--- src/rtl/alu_operand_stage.sv ---
// -----------------------------------------------------------------------------
// alu_operand_stage
//   Issue stage directly in front of the ALU. It holds the 32 x XLEN integer
//   register file, reads the operands of one decoded op per cycle, stalls on
//   RAW/WAW hazards against a pending-write scoreboard, and presents the
//   operands to the ALU from a one-entry output register with valid/ready.
//   Writebacks from downstream update the register file on the clock edge and
//   are bypassed into same-cycle operand reads.
//
// Ports
//   clk, rst_n                 clock (rising edge), asynchronous active-low reset
//   in_valid / in_ready        decoded-op handshake
//   in_rs1, in_rs2, in_rd      source / destination register indices
//   in_imm, in_use_imm         sign-extended immediate and B-operand select
//   in_op                      ALU function code, passed through to alu_f
//   wb_we, wb_addr, wb_data    writeback port from the downstream stage
//   out_valid / out_ready      ALU-side handshake
//   alu_a, alu_b, alu_f        operands and function code for the ALU
//   out_rd                     destination index travelling with the op
// -----------------------------------------------------------------------------
module alu_operand_stage #(
  parameter int XLEN = 32,
  parameter int OPW  = 5
) (
  input  logic            clk,
  input  logic            rst_n,
  input  logic            in_valid,
  output logic            in_ready,
  input  logic [4:0]      in_rs1,
  input  logic [4:0]      in_rs2,
  input  logic [4:0]      in_rd,
  input  logic [XLEN-1:0] in_imm,
  input  logic            in_use_imm,
  input  logic [OPW-1:0]  in_op,
  input  logic            wb_we,
  input  logic [4:0]      wb_addr,
  input  logic [XLEN-1:0] wb_data,
  output logic            out_valid,
  input  logic            out_ready,
  output logic [XLEN-1:0] alu_a,
  output logic [XLEN-1:0] alu_b,
  output logic [OPW-1:0]  alu_f,
  output logic [4:0]      out_rd
);

  logic [XLEN-1:0] rf_q [32];
  logic [31:0]     pending_q, pending_d;

  logic            out_valid_q, out_valid_d;
  logic [XLEN-1:0] alu_a_q, alu_a_d;
  logic [XLEN-1:0] alu_b_q, alu_b_d;
  logic [OPW-1:0]  alu_f_q, alu_f_d;
  logic [4:0]      out_rd_q, out_rd_d;

  logic            hit1, hit2, hitd;
  logic            haz1, haz2, hazw;
  logic [XLEN-1:0] rs1_val, rs2_val, opb_val;
  logic            accept;
  logic [31:0]     set_vec, clr_vec;

  // A writeback landing this cycle both bypasses into reads and retires the
  // matching pending bit, so it never causes a stall on that register.
  always_comb begin
    hit1 = wb_we && (wb_addr == in_rs1);
    hit2 = wb_we && (wb_addr == in_rs2);
    hitd = wb_we && (wb_addr == in_rd);
  end

  always_comb begin
    rs1_val = '0;
    if (in_rs1 != 5'd0) begin
      rs1_val = hit1 ? wb_data : rf_q[in_rs1];
    end
    rs2_val = '0;
    if (in_rs2 != 5'd0) begin
      rs2_val = hit2 ? wb_data : rf_q[in_rs2];
    end
    opb_val = in_use_imm ? in_imm : rs2_val;
  end

  always_comb begin
    haz1     = pending_q[in_rs1] && !hit1;
    haz2     = !in_use_imm && pending_q[in_rs2] && !hit2;
    hazw     = (in_rd != 5'd0) && pending_q[in_rd] && !hitd;
    in_ready = (!out_valid_q || out_ready) && !(haz1 || haz2 || hazw);
    accept   = in_valid && in_ready;
  end

  // Scoreboard: a new reservation beats a retiring writeback to the same reg.
  always_comb begin
    clr_vec      = wb_we ? (32'd1 << wb_addr) : 32'd0;
    set_vec      = (accept && (in_rd != 5'd0)) ? (32'd1 << in_rd) : 32'd0;
    pending_d    = (pending_q & ~clr_vec) | set_vec;
    pending_d[0] = 1'b0;
  end

  // Output register: load on accept, drop valid when consumed, otherwise hold.
  always_comb begin
    out_valid_d = out_valid_q;
    alu_a_d     = alu_a_q;
    alu_b_d     = alu_b_q;
    alu_f_d     = alu_f_q;
    out_rd_d    = out_rd_q;
    if (accept) begin
      out_valid_d = 1'b1;
      alu_a_d     = rs1_val;
      alu_b_d     = opb_val;
      alu_f_d     = in_op;
      out_rd_d    = in_rd;
    end else if (out_ready) begin
      out_valid_d = 1'b0;
    end
  end

  always_ff @(posedge clk or negedge rst_n) begin
    if (!rst_n) begin
      pending_q   <= '0;
      out_valid_q <= 1'b0;
      alu_a_q     <= '0;
      alu_b_q     <= '0;
      alu_f_q     <= '0;
      out_rd_q    <= '0;
    end else begin
      pending_q   <= pending_d;
      out_valid_q <= out_valid_d;
      alu_a_q     <= alu_a_d;
      alu_b_q     <= alu_b_d;
      alu_f_q     <= alu_f_d;
      out_rd_q    <= out_rd_d;
    end
  end

  // Register file; x0 is never written so it reads as zero from storage too.
  always_ff @(posedge clk or negedge rst_n) begin
    if (!rst_n) begin
      for (int i = 0; i < 32; i++) begin
        rf_q[i] <= '0;
      end
    end else if (wb_we && (wb_addr != 5'd0)) begin
      rf_q[wb_addr] <= wb_data;
    end
  end

  assign out_valid = out_valid_q;
  assign alu_a     = alu_a_q;
  assign alu_b     = alu_b_q;
  assign alu_f     = alu_f_q;
  assign out_rd    = out_rd_q;

endmodule

--- config.mk ---
export PLATFORM = sky130hd
export DESIGN_NAME = alu_operand_stage
export DESIGN_NICKNAME = d
export VERILOG_FILES = /design/src/rtl/alu_operand_stage.sv
export SDC_FILE = /design/constraint.sdc
export NUM_CORES = 2
export LEC_CHECK = 0
export BUFFER_PORTS_ARGS = -buffer_cell sky130_fd_sc_hd__buf_2
export CAP_MARGIN = 15
export CORE_MARGIN = 2
export CORE_UTILIZATION = 40
export DETAILED_ROUTE_END_ITERATION = 12
export HOLD_SLACK_MARGIN = 0.02
export PLACE_DENSITY = 0.64
export SLEW_MARGIN = 5
export SYNTH_ARGS = -nofsm -noshare
export SYNTH_HDL_FRONTEND = slang
export SYNTH_SLANG_ARGS = --single-unit
--- constraint.sdc ---
create_clock -name clk -period 3.4 [get_ports clk]
set_input_delay 0.17 -clock clk [delete_from_list [all_inputs] [get_ports clk]]
set_output_delay 0.17 -clock clk [all_outputs]
set_load 0.01 [all_outputs]
==> flow_summary.toml <==
[power]
power_density_nw_per_um2 = 607
leakagePower_nw = 28.9
ir_worst_vdd_v = 0.000403

[synthesis]
synth.area.top_cells = "dfrtp_1 47%, mux4_2 25%, mux2_2 20%, clkbuf_1 1.9%, mux2i_1 1.4%"
synth_ff_type = "dfrtp_1"
synthArstFlopShare_pct = 100
synth_largest_area_cell = "dfrtp_1"
synth_seq_cells = 1130
yosysWarnings = 0
synth_edf_count = 0
synth.most_common_cell = "dfrtp_1"
syn_inst = 3722
syn_nets = 3817
synth_common_cells = "1130 x dfrtp_1, 1036 x mux2_2, 650 x mux4_2"
synth_top_area_share_pct = 47.4
ys_seq_area_share_pct = 47.4
syn_area_per_cell_um2 = 16.0
syn_area_um2 = 59600
ys_types = 42

[detailed_routing]
num_vias = 36452
detail-route-antenna-nets = 0
first_pass_iters = 5
wl_per_cell_um = 30.9
finalWirelength_um = 179000
drtIter0Drc = 3405
via_per_inst = 6.30
drc = 0

[placement]
io_buffers = 170
gp_congestion = 0.797
place_inst = 5512
hpwl_um = 101000

[sta]
setup_viol = 0
slew_violations = 0
hold_violations = 0
tightest_slew_ns = 1.19
post-route-period-util_pct = 89.5
finalCriticalPeriod_ns = 3.04
hold-worst-slack_ns = 0.0614
relSlewSlack_pct = 20.8
rsz0062_at_grt = "false"
final.setup.tns_ns = 0
max_freq_ghz = 0.328
skew_ns = 0.0272

[grt]
grt_use_total_pct = 23.7
antenna_found_initial = 11
first_global_vias = 37403
grt_remaining_overflow = 0
grt_pass1_wl_um = 265000
grt_max_degree = 109

[layout]
final_cells = 5784
drive_gt1_share_pct = 57.5
area_growth_syn_to_layout_pct = 13.7
fin_nets = 3849

[floorplan]
die_width_um = 390
initial_utilization_pct = 40.3
core_area_um2 = 148000
chipHeight_um = 390
dieArea_um2 = 152000
ios = 171
row_count = 141

[clock_tree]
cts_resized = 0
cts_tree = "done"
clk_path_buf_depth = 3
cts_setup_buffers = 0
clk_pin_slew_ns = 0.06
cts_buffers = 118
holdBufCountCts = 52
htreeDepth = 3
cts.sinks = 1130
worstSkewPairLatency_ns = 0.75
root_buffer = "clkbuf_16"

[status]
status = "finished, final reports clean"

[setup_path]
worstSetupPathType = "reg -> out"
cp_max_fo = 4
start_kind = "register"
worstPathArrival_ns = 2.87
crit_required_ns = 3.23
endpoint_kind = "primary output"

[min_path]
min_path_type = "in -> reg"

[flow_run]
maxCapViolCount = 0
[cells by family (layout without fill, tap and decap cells)]
kind of cell,after synthesis,in the layout,synth area share [%]
multiplexers,1770,1770,45.5
other,0,5,0
flip-flops,1130,1130,47.4
AO/OA/AOI/OAI,141,141,1.94
AND/OR/NAND/NOR,186,186,1.72
XOR/XNOR,15,15,0.220
buffers and inverters,480,607,3.14
[metrics by stage]
step                setup slack, ns  util (%)  area (um2)  total power [mW]
floorplan                     0.570         -       59600              24.5
global placement              0.443      42.7       63100              27.3
detailed placement            0.452      42.7       63100              27.6
CTS                           0.345      45.8       67800              41.4
global route                  0.274      45.8       67800              43.0
finish                        0.356      45.8       67800              41.2
[metal layers]
layer	vias up	part of all wire [%]	wire length, um	track usage [%]
met5	-	0.025	45	0
met3	277	7.1	12700	4.48
met1	20183	43	76500	33.5
met4	8	2.7	4820	7.34
met2	1410	47	84900	37.2
li1	14574	-	-	-
[state kept, by name, indices dropped and copies added, names as in the netlist]
signal / count
alu_a: 32
alu_b: 32
alu_f: 5
out_rd: 5
out_valid: 1
pending_q: 31
rf_q: 1024
[where the power goes]
part           total, mW  internal (mW)  switching [mW]
Combinational       8.98           5.55            3.43
Clock               13.8           8.13            5.63
Sequential          18.4           16.3            2.11
Total               41.2           30.0            11.2
[layout by cell type, fill, tap and decap left out, drive strengths merged, types with 3 or more instances in the layout]
cell type       n
dlygate4sd3    51
clkinvlp        5
nor3            4
nand3          36
dfrtp        1130
xnor2          11
nand2          27
a21oi           5
nand2b         64
inv            52
clkinv         29
diode           5
clkbuf        164
mux2i          81
buf           291
nor4            3
a32o           32
o22a           29
bufinv         15
mux2         1039
o21ai           5
and3            3
nand3b          6
a22oi          32
xor2            4
nor3b           7
o211ai         31
mux4          650
nor2           24
[layout make-up]
type	count	area (um2)
tap	1930	2410
timing repair buffer	342	3020
antenna	5	12.5
multi-input combinational	2112	29700
fill	12780	80100
clock inverter	51	713
sequential	1130	28300
inverter	50	193
clock buffer	164	3420
[critical path, stage by stage (launching register included)]
cell	delay, ns
dfrtp_1	0.40
mux4_2	0.47
mux2_2	0.29
o32ai_1	0.24
o32ai_1	0.17
nor3_1	0.35
buf_2	0.20
[worst paths after layout]
| check | from | to | slack, ns | cells past startpoint |
|---|---|---|---|---|
| max | pending_q[13] | in_ready | 0.36 | 6 |
| max reg2reg | pending_q[13] | alu_a[12] | 0.41 | 8 |
| min | in_imm[12] | alu_b[12] | 0.06 | 4 |
| min reg2reg | rf_q[1020] | rf_q[1020] | 0.39 | 0 |
| max in group asynchronous | rst_n | alu_a[25] | 1.73 | 5 |
| min in group asynchronous | rst_n | rf_q[961] | 0.52 | 3 |
(Power assumes the default switching activity.)
